**src/rtl/enc_pkg.sv**
```systemverilog
// Shared types and helpers for the multi-hit encoder.
//   state_t  : encoder FSM state (IDLE, EMIT)
//   popcount : number of set bits in a vector of up to 64 bits
package enc_pkg;

   typedef enum logic {
      IDLE = 1'b0,
      EMIT = 1'b1
   } state_t;

   localparam int MAX_WIDTH = 64;

   function automatic logic [6:0] popcount(input logic [MAX_WIDTH-1:0] vec);
      logic [6:0] n;
      n = '0;
      for (int i = 0; i < MAX_WIDTH; i++) begin
         n = n + {6'b0, vec[i]};
      end
      return n;
   endfunction

endpackage

```
**src/rtl/ffs_encoder.sv**
```systemverilog
// Combinational find-first-set.
//   in_vec : vector to search
//   idx    : index of lowest set bit (highest when MSB_FIRST=1), 0 if none
//   found  : at least one bit of in_vec is set
module ffs_encoder #(
   parameter int WIDTH     = 8,
   parameter int MSB_FIRST = 0,
   localparam int IDX_W    = $clog2(WIDTH)
) (
   input  logic [WIDTH-1:0] in_vec,
   output logic [IDX_W-1:0] idx,
   output logic             found
);

   // The last match in each loop wins, so each loop scans toward the
   // end that has priority.
   always_comb begin
      idx   = '0;
      found = 1'b0;
      if (MSB_FIRST != 0) begin
         for (int i = 0; i < WIDTH; i++) begin
            if (in_vec[i]) begin
               idx   = IDX_W'(i);
               found = 1'b1;
            end
         end
      end else begin
         for (int i = WIDTH - 1; i >= 0; i--) begin
            if (in_vec[i]) begin
               idx   = IDX_W'(i);
               found = 1'b1;
            end
         end
      end
   end

endmodule

```
**src/rtl/multi_hit_encoder.sv**
```systemverilog
// Accepts a request vector and emits the index of every set bit, one per
// accepted output beat, lowest first (highest first when MSB_FIRST=1).
//   clk, rst              : clock, synchronous active-high reset
//   in_valid/in_ready     : request vector handshake, in_data = vector
//   out_valid/out_ready   : index handshake
//   out_idx               : current index
//   out_last              : current index is the final one of the burst
//   out_count             : popcount of the captured vector, held per burst
//
// state | meaning
// ------+--------------------------------------------------------------
// IDLE  | ready for a vector; all-zero vectors are dropped
// EMIT  | presenting indices from pending until the last one is taken
module multi_hit_encoder
   import enc_pkg::*;
#(
   parameter int WIDTH     = 8,
   parameter int MSB_FIRST = 0,
   localparam int IDX_W    = $clog2(WIDTH)
) (
   input  logic             clk,
   input  logic             rst,
   input  logic             in_valid,
   output logic             in_ready,
   input  logic [WIDTH-1:0] in_data,
   output logic             out_valid,
   input  logic             out_ready,
   output logic [IDX_W-1:0] out_idx,
   output logic             out_last,
   output logic [IDX_W:0]   out_count
);

   state_t           state_q, state_d;
   logic [WIDTH-1:0] pending_q, pending_d;
   logic [IDX_W:0]   count_q, count_d;

   logic [IDX_W-1:0]     ffs_idx;
   logic                 ffs_found;
   logic                 one_left;
   logic [WIDTH-1:0]     clr_mask;
   logic [MAX_WIDTH-1:0] in_ext;

   ffs_encoder #(
      .WIDTH     (WIDTH),
      .MSB_FIRST (MSB_FIRST)
   ) u_ffs (
      .in_vec (pending_q),
      .idx    (ffs_idx),
      .found  (ffs_found)
   );

   // x & (x-1) clears the lowest set bit; zero result means at most one bit.
   assign one_left = ((pending_q & (pending_q - WIDTH'(1))) == '0);

   always_comb begin
      clr_mask          = '0;
      clr_mask[ffs_idx] = 1'b1;
   end

   always_comb begin
      in_ext                = '0;
      in_ext[WIDTH-1:0]     = in_data;
   end

   assign in_ready  = (state_q == IDLE) && !rst;
   assign out_valid = (state_q == EMIT);
   assign out_idx   = out_valid ? ffs_idx : '0;
   assign out_last  = out_valid && ffs_found && one_left;
   assign out_count = count_q;

   always_comb begin
      state_d   = state_q;
      pending_d = pending_q;
      count_d   = count_q;
      case (state_q)
         IDLE: begin
            if (in_valid && in_ready && (in_data != '0)) begin
               pending_d = in_data;
               count_d   = (IDX_W+1)'(popcount(in_ext));
               state_d   = EMIT;
            end
         end
         EMIT: begin
            if (out_ready) begin
               pending_d = pending_q & ~clr_mask;
               if (out_last) begin
                  state_d = IDLE;
               end
            end
         end
         default: state_d = IDLE;
      endcase
   end

   always_ff @(posedge clk) begin
      if (rst) begin
         state_q   <= IDLE;
         pending_q <= '0;
         count_q   <= '0;
      end else begin
         state_q   <= state_d;
         pending_q <= pending_d;
         count_q   <= count_d;
      end
   end

endmodule

```
**config.mk**
```make
export PLATFORM = sky130hd
export DESIGN_NAME = multi_hit_encoder
export DESIGN_NICKNAME = d
export VERILOG_FILES = /design/src/rtl/enc_pkg.sv /design/src/rtl/ffs_encoder.sv /design/src/rtl/multi_hit_encoder.sv
export SDC_FILE = /design/constraint.sdc
export NUM_CORES = 1
export LEC_CHECK = 0
export ABC_AREA = 0
export CAP_MARGIN = 30
export CORE_MARGIN = 2
export CORE_UTILIZATION = 44
export DETAILED_ROUTE_END_ITERATION = 16
export PLACE_DENSITY_LB_ADDON = 0.05
export SYNTH_ARGS = -nofsm -noshare
export SYNTH_HDL_FRONTEND = slang
export SYNTH_SLANG_ARGS = --single-unit
```
**constraint.sdc**
```tcl
create_clock -name clk -period 2.85 [get_ports clk]
set_clock_uncertainty 0.05 [all_clocks]
set_input_delay 0.285 -clock clk [delete_from_list [all_inputs] [get_ports clk]]
set_output_delay 0.285 -clock clk [all_outputs]
set_load 0.005 [all_outputs]
```
==> After elaboration in Yosys (flattened, before gate mapping) <==
Cells that the tools add are included.
{ "word_totals": {"register_bits": 13, "in_bits": 12, "out_inout_bits": 10, "wordCells": 56} }
{ "classes": {"n_addsub": 8, "magnitude_cmp": 2, "eq_ne": 2, "muxes": 26, "bitwise": 4, "n_reduce_logical": 11} }
{ "ops": {"columns": ["cell", "count"], "rows": [
  ["$mux W3", 9],
  ["$add A4 B1 Y4", 4],
  ["$and A8 B8 Y8", 2],
  ["$mux W8", 2],
  ["$pmux W8 S2", 1],
  ["$mux W1", 12],
  ["$logic_not A8 Y1", 1],
  ["$not A8 Y8", 1],
  ["$reduce_bool A8 Y1", 1],
  ["$sub A8 B1 Y8 const B", 1],
  ["$logic_and A1 B1 Y1", 6],
  ["$add A3 B1 Y4", 1],
  ["$lt A3 B4 Y1 const B", 1],
  ["$reduce_and A2 Y1", 2],
  ["$add A2 B1 Y3", 1],
  ["$demux W1 S3", 1],
  ["$ge A3 B1 Y1 const B", 1],
  ["$add A1 B1 Y2", 1],
  ["$ne A2 B1 Y1 const B", 1],
  ["$ne A2 B2 Y1 const B", 1],
  ["$pmux W1 S2", 1],
  ["$logic_not A1 Y1", 1],
  ["$not A1 Y1", 1]
]} }

==> Logic depth before layout (Yosys ltp) <==
Gate-level depths: netlist of the first run.
{ "logic_depth": {"word_depth": 16, "depth_mapped": 10, "ltp_nobuf": 10} }

==> Modules after synthesis <==
Synthesis of the first run repeated with hierarchy kept, for this count alone.
{ "unflattened": {"hier_cells": 117, "hier_area_um2": 992.2} }
{ "modules_own_cells": {"columns": ["mod", "instances", "cells_each", "area_each_um2", "seq_area_each_um2"], "rows": [
  ["multi_hit_encoder", 1, 104, 912.1, 260.2],
  ["ffs_encoder", 1, 13, 80.1, 0.0]
]} }

==> Worst setup path before layout of the first run <==
Ideal clock, no wire load.
{ "synth_path": {"path_kind": "input-to-reg", "start": "input in_data[0]", "end": "register count_q[1] (netlist: out_count[1])", "setup_ps": 86, "arrival_ps": 2627, "required_ps": 2714, "slack_ps": 88, "cell_stages": 9, "n_path_buf": 0, "path_cell_list": "inv_1 fa_1 fa_1 fa_1 inv_1 ha_1 inv_1 fa_1 a211oi_1"} }
{ "synth_via": {"elab_chain_cells": 7, "word_cells_on_any_way": 10, "cone_classes": "add/sub (7); reduce/logical (3)"} }
{ "synth_rtl": {"columns": ["item", "line", "source"], "rows": [
  ["from (decl)", "multi_hit_encoder.sv:25", "input logic [WIDTH-1:0] in_data,"],
  ["$add A1 B1 Y2", "enc_pkg.sv:17", "n = n + {6'b0, vec[i]};"],
  ["$add A2 B1 Y3", "enc_pkg.sv:17", null],
  ["$add A3 B1 Y4", "enc_pkg.sv:17", null],
  ["$add A4 B1 Y4 (4 in a row)", "enc_pkg.sv:17", null],
  ["to (signal assigned)", "multi_hit_encoder.sv:103", "count_q <= count_d;"],
  ["to (decl)", "multi_hit_encoder.sv:35", "logic [IDX_W:0] count_q, count_d;"]
]} }
Several ways; a longest one is shown, not always the timed one.
A chain may end at the register's enable or synchronous reset.

==> Final worst setup path of the first run <==
Ends and elaborated chain as after synthesis.

==> results.py, run 1 <==
metrics = {
    "status": {
        "status": "completed",
    },
    "clock_network": {
        "path_clk_slew_ns": 0.10,
        "numClockSinks": 13,
        "cts_hold_buf": 0,
        "numCtsBuffers": 3,
        "cts_tree": "yes",
        "clock-root-buffer": "clkbuf_4",
        "worstSkewPairLatency_ns": 0.29,
        "cts_max_level": 1,
        "cts_buffer_depth": 2,
    },
    "power_and_ir_drop": {
        "pwr-share-seq_pct": 37.3,
        "vdd_drop_max_uv": 239,
        "p_sw_uw": 226,
        "leakagePower_uw": 0.000556,
        "pwr_density_cell_mw_per_mm2": 489,
        "p_comb_share_pct": 43.5,
        "power_uw": 629,
        "p_sw_share_pct": 36.0,
        "p_int_uw": 402,
        "clock_power_share_pct": 19.2,
    },
    "sta": {
        "period_share_pct": 96.4,
        "fmax_mhz": 364,
        "fin_crit_ns": 2.75,
        "setup_viol": 0,
        "worst_pin_slew_ns": 0.445,
        "slew_headroom_pct": 70.3,
        "finalHoldViolCount": 0,
        "rsz0062_at_grt": "false",
        "setup_tns_ns": 0,
        "slew_viol_final": 0,
    },
    "yosys": {
        "yosys.area.top_type": "dfxtp_1",
        "synth_top_area_share_pct": 28.1,
        "syn-num-nets": 133,
        "syn_area_sq_um": 926,
        "synth.distinct_cells": 34,
        "synth_seq_cells": 13,
        "synth.avg_cell_area_sq_um": 8.19,
        "syn_inst": 113,
        "synth.area.top_cells": "dfxtp_1 28%, fa_1 8.6%, a32o_1 6.5%",
        "synth-seq-area-share_pct": 28.1,
        "ys_warn_count": 0,
    },
    "flow_run": {
        "max_cap_viol_count": 0,
    },
    "floorplan": {
        "core_region_area_sq_mm": 0.00198,
        "die_h_um": 49.9,
        "dieArea_sq_mm": 0.00249,
        "num_rows": 16,
        "die_x_um": 49.9,
        "ios": 22,
        "initial_utilization_pct": 46.7,
    },
    "critical_path": {
        "reg2regPathDepth": 7,
        "path_max_fanout": 2,
        "cp.arrival_ns": 2.88,
        "ff2ff_setup_slack_ns": 0.75,
        "cp-start-kind": "primary input",
        "worstSetupPathType": "primary input to flop",
        "worstReg2RegStart": "pending_q[3]",
        "r2r-end": "out_valid",
        "required_ns": 2.98,
        "worst_setup_path_end_kind": "flop",
    },
    "finish": {
        "multi_input_area_sq_um": 599,
        "diodes": 0,
        "synthToLayoutAreaGrowth_pct": 38.9,
        "finalNonFillerCells": 172,
        "layout_common_cells": "17 x clkdlybuf4s50_1, 14 x nand2_1, 13 x inv_1, 12 x buf_4, 11 x dfxtp_1",
        "register_area_sq_um": 263,
        "final_common_cell": "clkdlybuf4s50_1",
        "nFillCells": 158,
        "nNetsFinal": 166,
        "drive_above_1_share_pct": 20.7,
    },
    "drt": {
        "wl_um": 2410,
        "detail_route.iter0.violations": 27,
        "vias": 941,
        "first_pass_iters": 4,
        "antenna_left": 0,
        "vias_per_cell": 5.47,
        "wl_per_cell_um": 14.0,
        "remaining_drc_errors": 0,
    },
    "global_route": {
        "grt.total_usage_pct": 22.8,
        "antenna_found_initial": 0,
        "grt.overflow.total": 0,
        "grt_start_max_net_pins": 14,
        "grt_pass1_vias": 970,
        "grt_pass1_wl_um": 4260,
    },
    "worst_hold_path": {
        "hold_start": "out_count[2]",
        "hp-class": "flop to flop",
        "min_path_cells": 2,
        "hold_path_end": "out_count[2]",
    },
    "place": {
        "portBuffers": 21,
        "gp_congestion": 0.844,
        "dpl.hpwl_um": 1910,
        "dpl.cell_count": 167,
    },
}
[cell families (layout without fill, tap and decap cells)]
logic type	after synthesis	count (layout)	synth area share [%]
AND/OR/NAND/NOR	33	33	17.8
buffers and inverters	22	54	9.86
flip-flops	13	13	28.1
AO/OA/AOI/OAI	36	36	29.2
adder cells (fa/ha/maj)	8	8	14.1
XOR/XNOR	1	1	0.946
[flip-flops by register name (all words and copies together), names as in the netlist]
| register | count |
|---|---|
| out_valid | 1 |
| pending_q | 8 |
| out_count | 4 |
[per-layer routing]
metal | vias to the layer above | track usage [%] | share of wire, %
li1 | 466 | - | -
met1 | 444 | 29.2 | 45
met2 | 27 | 37.3 | 48
met3 | 4 | 5.45 | 4.8
met4 | 0 | 7.87 | 1.8
met5 | - | 0 | 0
[final cells by class]
cell class / instances / share of cell area, %
sequential: 13 / 20.4
clock buffer: 3 / 1.75
timing repair buffer: 33 / 23.2
inverter: 17 / 4.96
clock inverter: 1 / 0.389
multi-input combinational: 78 / 46.6
tap: 27 / 2.63
[per-stage QoR]
stage	setup slack, ns	hold slack, ns	util (%)	cell area [sq um]
4_1_cts	0.00796	0.423	64.1	1270
2_1_floorplan	0.0876	0.327	-	926
3_5_place_dp	-0.508	0.409	61.8	1220
6_report	0.101	0.418	64.9	1290
3_3_place_gp	-0.410	0.402	61.8	1220
5_1_grt	0.0154	0.432	64.9	1290
[power groups by stage]
stage	Combinational, uW	Sequential [uW]	Clock, uW
floorplan	158	224	0
global route	308	239	132
global placement	246	238	0
CTS	269	234	124
detailed placement	253	238	0
finish	273	235	121
[critical path, stage by stage]
cell	delay [ns]
dlygate4sd2_1	0.21
inv_2	0.05
fa_1	0.55
fa_1	0.44
fa_1	0.45
inv_1	0.10
ha_4	0.14
inv_2	0.04
fa_2	0.56
a211oi_2	0.06
[worst max path at each step]
| stage | cells after the start | startpoint | slack (ns) | endpoint |
|---|---|---|---|---|
| floorplan | 9 | in_data[0] | 0.09 | out_count[1] |
| global placement | 10 | in_data[0] | -0.41 | out_count[1] |
| detailed placement | 10 | in_data[0] | -0.51 | out_count[1] |
| CTS | 5 | pending_q[3] | 0.008 | out_last |
| global route | 10 | in_data[0] | 0.02 | out_count[1] |
| finish | 10 | in_data[0] | 0.10 | out_count[1] |
[cells in the mapped netlist, drive strengths merged]
library cell / n
a32o: 6
inv: 16
o22ai: 1
clkinv: 1
a21o: 1
o32ai: 1
a211oi: 4
xor2: 1
nor3: 3
o31a: 1
and2: 1
nor2b: 1
buf: 2
o31ai: 1
nand2: 14
or4: 2
o211ai: 2
a21oi: 8
nand3: 2
nor2: 7
dfxtp: 13
ha: 4
a22oi: 1
fa: 4
or4b: 1
o21ai: 6
o41ai: 1
o41a: 1
nor3b: 2
o21a: 2
clkbuf: 3
[what timing repair did]
| item | in CTS | in global routing |
|---|---|---|
| setup endpoints to repair | 3 | 3 |
| cloned | 0 | 0 |
| pin swaps | 7 | 3 |
| buffers inserted | 1 | 0 |
| resized for setup | 11 | 4 |
Power figures use the tool's default switching activity.
==> run 2: changes to the inputs <==
- SLEW_MARGIN: unset -> 20
==> results of run 2 <==
The final DEF is identical to that of run 1; final timing and power are the same.
